## config.mk

```make
export PLATFORM = sky130hd
export DESIGN_NAME = segmented_multichannel_accumulator
export DESIGN_NICKNAME = d
export VERILOG_FILES = /design/src/rtl/segmented_multichannel_accumulator.sv
export SDC_FILE = /design/constraint.sdc
export NUM_CORES = 1
export LEC_CHECK = 0
export CAP_MARGIN = 20
export CELL_PAD_IN_SITES_DETAIL_PLACEMENT = 0
export CELL_PAD_IN_SITES_GLOBAL_PLACEMENT = 1
export CORE_AREA = 2 2 133 148
export DETAILED_ROUTE_END_ITERATION = 6
export DIE_AREA = 0 0 135 150
export DONT_BUFFER_PORTS = 1
export PLACE_DENSITY = 0.76
export SKIP_LAST_GASP = 1
export SYNTH_ARGS = -nofsm -noshare
export SYNTH_HDL_FRONTEND = slang
export SYNTH_SLANG_ARGS = --single-unit
```

## constraint.sdc

```tcl
create_clock -name clk -period 5.2 [get_ports clk]
set_input_delay 1.04 -clock clk [delete_from_list [all_inputs] [get_ports clk]]
set_output_delay 1.04 -clock clk [all_outputs]
set_load 0.01 [all_outputs]
```

## src/rtl/segmented_multichannel_accumulator.sv

```systemverilog
// ---------------------------------------------------------------------------
// segmented_multichannel_accumulator
//
// Multichannel signed accumulator with a skewed, segmented carry chain.
// The DATA_W-bit addition is split into NSEG = DATA_W/SEG_W segments. Stage k
// adds segment k of an operation exactly k cycles after the operation is
// accepted, so no carry chain is longer than SEG_W bits. Each of the CHANNELS
// channels has its own accumulator and sticky overflow flag. Operations on
// any channel can be interleaved cycle by cycle, including back-to-back on
// the same channel.
//
// Ports:
//   clk        rising-edge clock
//   reset      synchronous, active-high reset
//   in_valid   operand present this cycle (no backpressure)
//   in_data    signed operand, DATA_W bits
//   in_ch      target channel; values >= CHANNELS are dropped
//   in_first   load in_data instead of adding; clears the channel's overflow
//   in_last    emit the channel's result once this term is complete
//   out_valid  one-cycle result pulse, NSEG cycles after the accepting edge
//   out_data   assembled accumulator value including the last term
//   out_ch     channel of the result
//   out_ovf    sticky signed overflow since the channel's last in_first
// out_data/out_ch/out_ovf hold their values while out_valid is low.
// ---------------------------------------------------------------------------
module segmented_multichannel_accumulator #(
    parameter int unsigned DATA_W   = 28,
    parameter int unsigned SEG_W    = 14,
    parameter int unsigned CHANNELS = 4,
    localparam int unsigned CH_W    = (CHANNELS > 1) ? $clog2(CHANNELS) : 1
) (
    input  logic              clk,
    input  logic              reset,
    input  logic              in_valid,
    input  logic [DATA_W-1:0] in_data,
    input  logic [CH_W-1:0]   in_ch,
    input  logic              in_first,
    input  logic              in_last,
    output logic              out_valid,
    output logic [DATA_W-1:0] out_data,
    output logic [CH_W-1:0]   out_ch,
    output logic              out_ovf
);

    localparam int NSEG  = int'(DATA_W / SEG_W);
    localparam int TOP   = NSEG - 1;
    localparam int NPIPE = (NSEG > 1) ? NSEG - 1 : 1;

    if (((DATA_W % SEG_W) != 0) || (NSEG < 1) || (SEG_W < 2)) begin : g_param_check
        $error("DATA_W must be a non-zero integer multiple of SEG_W, with SEG_W >= 2");
    end

    // -----------------------------------------------------------------------
    // State
    // -----------------------------------------------------------------------
    logic [SEG_W-1:0]  acc_q [CHANNELS][NSEG];
    logic [SEG_W-1:0]  acc_d [CHANNELS][NSEG];
    logic [CHANNELS-1:0] ovf_q, ovf_d;

    // Skew registers: entry j carries an operation from stage j to stage j+1.
    // The word holds finished result segments below j+1 and still-unused
    // operand segments from j+1 upwards.
    logic [NPIPE-1:0]  pipe_valid_q, pipe_valid_d;
    logic [NPIPE-1:0]  pipe_first_q, pipe_first_d;
    logic [NPIPE-1:0]  pipe_last_q,  pipe_last_d;
    logic [NPIPE-1:0]  pipe_carry_q, pipe_carry_d;
    logic [CH_W-1:0]   pipe_ch_q   [NPIPE];
    logic [CH_W-1:0]   pipe_ch_d   [NPIPE];
    logic [DATA_W-1:0] pipe_word_q [NPIPE];
    logic [DATA_W-1:0] pipe_word_d [NPIPE];

    // Operation that just left the top stage; only last-tagged ones are valid.
    logic              top_valid_q, top_valid_d;
    logic [DATA_W-1:0] top_word_q,  top_word_d;
    logic [CH_W-1:0]   top_ch_q,    top_ch_d;
    logic              top_ovf_q,   top_ovf_d;

    logic              out_valid_q, out_valid_d;
    logic [DATA_W-1:0] out_data_q,  out_data_d;
    logic [CH_W-1:0]   out_ch_q,    out_ch_d;
    logic              out_ovf_q,   out_ovf_d;

    // -----------------------------------------------------------------------
    // Stage inputs
    // -----------------------------------------------------------------------
    logic              ch_ok;
    logic [NSEG-1:0]   st_valid, st_first, st_last, st_cin;
    logic [CH_W-1:0]   st_ch   [NSEG];
    logic [DATA_W-1:0] st_word [NSEG];

    assign ch_ok = (32'(in_ch) < CHANNELS);

    for (genvar k = 0; k < NSEG; k++) begin : g_stage_in
        if (k == 0) begin : g_head
            assign st_valid[k] = in_valid & ch_ok;
            // Out-of-range channels are dropped; keep the index in range.
            assign st_ch[k]    = ch_ok ? in_ch : '0;
            assign st_first[k] = in_first;
            assign st_last[k]  = in_last;
            assign st_word[k]  = in_data;
            assign st_cin[k]   = 1'b0;
        end else begin : g_skew
            assign st_valid[k] = pipe_valid_q[k-1];
            assign st_ch[k]    = pipe_ch_q[k-1];
            assign st_first[k] = pipe_first_q[k-1];
            assign st_last[k]  = pipe_last_q[k-1];
            assign st_word[k]  = pipe_word_q[k-1];
            assign st_cin[k]   = pipe_carry_q[k-1];
        end
    end

    // -----------------------------------------------------------------------
    // Segment arithmetic
    // -----------------------------------------------------------------------
    logic [SEG_W-1:0]  op_seg   [NSEG];
    logic [SEG_W-1:0]  acc_seg  [NSEG];
    logic [SEG_W:0]    sum      [NSEG];
    logic [DATA_W-1:0] res_word [NSEG];
    logic [NSEG-1:0]   cout;

    always_comb begin
        for (int k = 0; k < NSEG; k++) begin
            op_seg[k]  = st_word[k][k*SEG_W +: SEG_W];
            // first masks the accumulator only; the carry still propagates.
            acc_seg[k] = st_first[k] ? '0 : acc_q[st_ch[k]][k];
            sum[k]     = {1'b0, op_seg[k]} + {1'b0, acc_seg[k]} + {{SEG_W{1'b0}}, st_cin[k]};
            cout[k]    = sum[k][SEG_W];
            res_word[k] = st_word[k];
            res_word[k][k*SEG_W +: SEG_W] = sum[k][SEG_W-1:0];
        end
    end

    // Carry into the sign bit is recovered from the sum bit: s = a ^ b ^ c.
    logic sign_cin, top_ovfl, top_ovf_new;

    assign sign_cin    = sum[TOP][SEG_W-1] ^ op_seg[TOP][SEG_W-1] ^ acc_seg[TOP][SEG_W-1];
    assign top_ovfl    = sign_cin ^ cout[TOP];
    assign top_ovf_new = (st_first[TOP] ? 1'b0 : ovf_q[st_ch[TOP]]) | top_ovfl;

    // -----------------------------------------------------------------------
    // Next state
    // -----------------------------------------------------------------------
    always_comb begin
        acc_d = acc_q;
        ovf_d = ovf_q;

        // Each stage owns a distinct segment, so the writes never collide.
        for (int k = 0; k < NSEG; k++) begin
            if (st_valid[k]) begin
                acc_d[st_ch[k]][k] = sum[k][SEG_W-1:0];
            end
        end
        if (st_valid[TOP]) begin
            ovf_d[st_ch[TOP]] = top_ovf_new;
        end

        pipe_valid_d = '0;
        pipe_first_d = '0;
        pipe_last_d  = '0;
        pipe_carry_d = '0;
        for (int j = 0; j < NPIPE; j++) begin
            pipe_ch_d[j]   = '0;
            pipe_word_d[j] = '0;
        end
        for (int j = 0; j < NSEG - 1; j++) begin
            pipe_valid_d[j] = st_valid[j];
            pipe_first_d[j] = st_first[j];
            pipe_last_d[j]  = st_last[j];
            pipe_carry_d[j] = cout[j];
            pipe_ch_d[j]    = st_ch[j];
            pipe_word_d[j]  = res_word[j];
        end

        // Lower result segments travel with the operation, so a later term
        // on the same channel cannot disturb this result.
        top_valid_d = st_valid[TOP] & st_last[TOP];
        top_word_d  = res_word[TOP];
        top_ch_d    = st_ch[TOP];
        top_ovf_d   = top_ovf_new;

        out_valid_d = top_valid_q;
        out_data_d  = out_data_q;
        out_ch_d    = out_ch_q;
        out_ovf_d   = out_ovf_q;
        if (top_valid_q) begin
            out_data_d = top_word_q;
            out_ch_d   = top_ch_q;
            out_ovf_d  = top_ovf_q;
        end
    end

    // -----------------------------------------------------------------------
    // Registers
    // -----------------------------------------------------------------------
    always_ff @(posedge clk) begin
        if (reset) begin
            for (int c = 0; c < CHANNELS; c++) begin
                for (int s = 0; s < NSEG; s++) begin
                    acc_q[c][s] <= '0;
                end
            end
            ovf_q        <= '0;
            pipe_valid_q <= '0;
            pipe_first_q <= '0;
            pipe_last_q  <= '0;
            pipe_carry_q <= '0;
            for (int j = 0; j < NPIPE; j++) begin
                pipe_ch_q[j]   <= '0;
                pipe_word_q[j] <= '0;
            end
            top_valid_q <= 1'b0;
            top_word_q  <= '0;
            top_ch_q    <= '0;
            top_ovf_q   <= 1'b0;
            out_valid_q <= 1'b0;
            out_data_q  <= '0;
            out_ch_q    <= '0;
            out_ovf_q   <= 1'b0;
        end else begin
            acc_q        <= acc_d;
            ovf_q        <= ovf_d;
            pipe_valid_q <= pipe_valid_d;
            pipe_first_q <= pipe_first_d;
            pipe_last_q  <= pipe_last_d;
            pipe_carry_q <= pipe_carry_d;
            pipe_ch_q    <= pipe_ch_d;
            pipe_word_q  <= pipe_word_d;
            top_valid_q  <= top_valid_d;
            top_word_q   <= top_word_d;
            top_ch_q     <= top_ch_d;
            top_ovf_q    <= top_ovf_d;
            out_valid_q  <= out_valid_d;
            out_data_q   <= out_data_d;
            out_ch_q     <= out_ch_d;
            out_ovf_q    <= out_ovf_d;
        end
    end

    assign out_valid = out_valid_q;
    assign out_data  = out_data_q;
    assign out_ch    = out_ch_q;
    assign out_ovf   = out_ovf_q;

endmodule

```

==> flow_summary.yaml <==
run_status:
  outcome: "finished, final reports clean"
global_route:
  grt_pass1_vias: 6204
  antenna_found_initial: 0
  grt_pass1_wl_um: 32630
  grt_remaining_overflow: 0
  grtUsageTotal_pct: 20.09
  grt_max_degree: 218
timing:
  worst_slack_ps: 1312
  rsz0062_at_grt: "false"
  finalCritPeriodShare_pct: 74.78
  max_freq_mhz: 257.2
  hold_violations: 0
  slew_headroom_pct: 33.79
  worstMarginPinSlew_ps: 993.1
  setup_violations: 0
  period_needed_ps: 3888
  slew_viol_final: 0
  finalClockSkew_ps: 11.73
  fin_setup_tns_ps: 0
setup_path:
  worst_setup_path_end_kind: "flip-flop"
  cp_slowest_cell: "dfxtp_1"
  cp_max_fo: 18
  criticalPathCategory: "reg -> reg"
  cpPeakStageDelay_ps: 620
  critPathArrivalTime_ps: 4330
  cp-start-kind: "flip-flop"
  crit_chain: "buf_4 -> mux4_2 -> nor2b_1 -> ha_1 -> a21oi_1 -> o21ai_0 -> a31o_1 -> a41oi_4 -> xnor3_1 -> and3_4 -> or4_1 -> nand3_1"
  cp_top_family: "simple AND/OR/NAND/NOR gates"
  critical_path_buf_inv_count: 1
  worstPathRequired_ps: 5640
  reg2reg_slack_ps: 1310
cells_and_area:
  final_common_cell: "dfxtp_1"
  final_cell_mix: "dfxtp_1 (213), nand2_1 (162), a21oi_1 (103), nor2_1 (87), nor2b_1 (81)"
  fin_area_um2: 9923
  nets: 1012
  insertedDiodeCount: 0
  area_growth_pct: 9.544
  drive_gt1_share_pct: 8.723
logic_synthesis:
  synth.distinct_cells: 48
  ys_seq_elements: 214
  synth-seq-area-share_pct: 47.29
  syn_area_per_cell_um2: 9.262
  synth_nets: 1043
  async_reset_ff_share_pct: 0
  postSynthCellCount: 978
  synth_warnings: 0
  ys.flop_type: "dfxtp_1"
  synth_area_um2: 9059
  synth-edff-count: 0
route:
  drt-total-wl_um: 20280
  viasPerCell: 5.373
  routedWlPerCell_um: 16.76
  drc: 0
  dr.pass1.iters: 4
  vias: 6501
  drtIter0Drc: 372
  ant_nets: 0
clocking:
  clk-insertion-delay-late_ps: 500
  path_clk_slew_ps: 60
  root_buffer: "clkbuf_16"
  cts_buffer_depth: 3
  cts_htree_levels: 1
  numCtsBuffers: 22
  cts.sinks: 214
  cts-resized-gates: 0
  cts_setup_buffers: 0
  ctsHoldBuffers: 0
  cts_tree: "built"
floorplan:
  chipWidth_um: 135
  die-area_um2: 20250
  boundaryPins: 67
  row_count: 53
  start_util_pct: 48.10
  core_region_area_um2: 18830
  chipHeight_um: 150
flow_run:
  maxCapViolCount: 0
power:
  power.switching_uw: 794.2
  clkPwrFrac_pct: 44.4
  comb_power_share_pct: 6.6
  vdd_drop_max_mv: 0.2434
  power.density_nw_per_um2: 355.5
  seqPwrFrac_pct: 49.0
  p_sw_share_pct: 22.51
  p_total_uw: 3528
  intPower_uw: 2734
  total_leakage_power_uw: 0.003630
place:
  dp_slack_ps: 1287
  dpl.hpwl_um: 13060
  io_buffers: 0
  dpl_cell_area_um2: 9193
  gp_congestion: 0.8224
hold_path:
  hold_class: "reg -> reg"
-- kinds of logic (layout without fill, tap and decap cells) --
| family | after synthesis | after routing | share of synthesized area [%] |
|---|---|---|---|
| flops | 214 | 214 | 47.29 |
| simple gates | 394 | 394 | 20.37 |
| xor+xnor | 19 | 19 | 1.989 |
| buf+inv | 74 | 59 | 3.149 |
| compound gates | 187 | 187 | 12.31 |
| mux | 60 | 60 | 10.50 |
| fa+ha+maj | 30 | 30 | 4.392 |
-- through the flow --
step                hold slack [ps]  instances  util (%)
finish                        431.8       1210     52.69
global route                  447.4       1210     52.69
CTS                           425.0       1210     52.69
detailed placement            404.0       1170     48.81
global placement              412.2       1169     48.75
floorplan                     404.3        978         -
-- Yosys cell counts (all sizes together), types with 6 or more instances --
cell type / n / share of area (%)
nor2: 88 / 3.6
xnor2: 11 / 1.1
nand2: 162 / 6.7
a21oi: 103 / 5.7
inv: 12 / 0.50
nand3: 20 / 1.1
o21ai: 26 / 1.4
nand3b: 8 / 0.66
nor3: 7 / 0.39
dfxtp: 214 / 47
xor2: 7 / 0.68
and3: 6 / 0.48
nor2b: 82 / 5.7
a211oi: 26 / 2.2
o21a: 6 / 0.50
mux2i: 32 / 3.5
ha: 27 / 3.7
clkbuf: 52 / 2.2
mux4: 28 / 7.0
buf: 10 / 0.50
-- per-layer routing --
layer,up-vias,track usage (%),part of all wire (%)
li1,3281,-,-
met1,3060,26.06,45
met2,135,34.21,48
met3,25,4.505,5.2
met4,0,4.688,1.5
met5,-,0,0
-- final cells by class --
cell class / instances / area, um^2
fillers: 1777 / 8910
clock inverters: 7 / 67.56
repair buffers: 7 / 56.30
flip-flops and latches: 214 / 4285
inverters: 12 / 45.04
multi-input cells: 690 / 4497
well taps: 247 / 309.0
clock buffers: 33 / 663.1
-- flip-flops by register name, indices dropped and copies added (netlist names) --
name,count
top_word_q,28
pipe_carry_q,1
acc_q,112
out_valid,1
pipe_valid_q,1
top_ch_q,2
pipe_first_q,1
out_valid_d,1
pipe_ch_q,2
out_ch,2
pipe_last_q,1
ovf_q,4
pipe_word_q,28
out_ovf,1
top_ovf_q,1
out_data,28
-- tightest hold or removal path, delay by kind of cell, from the launching register on --
kind,cells,cell delay [ps]
flops,1,300
simple gates,2,80
-- power groups by stage --
stage | sequential, uW | combinational, uW | clock [uW]
final | 1730 | 232 | 1570
after global placement | 1770 | 233 | 0
after floorplan | 1750 | 214 | 0
after detailed placement | 1770 | 233 | 0
after global routing | 1730 | 259 | 1680
after CTS | 1730 | 234 | 1610
-- worst paths after layout --
| path | start | endpoint | cells past startpoint |
|---|---|---|---|
| max | pipe_ch_q[1]$_SDFF_PP0_ | ovf_q[0]$_SDFFE_PP0P_ | 12 |
| min | pipe_last_q$_SDFF_PP0_ | out_valid_d$_SDFF_PP0_ | 2 |
| max reg2reg | pipe_ch_q[1]$_SDFF_PP0_ | ovf_q[0]$_SDFFE_PP0P_ | 12 |
| min reg2reg | pipe_last_q$_SDFF_PP0_ | out_valid_d$_SDFF_PP0_ | 2 |
Power figures use the tool's default switching activity.
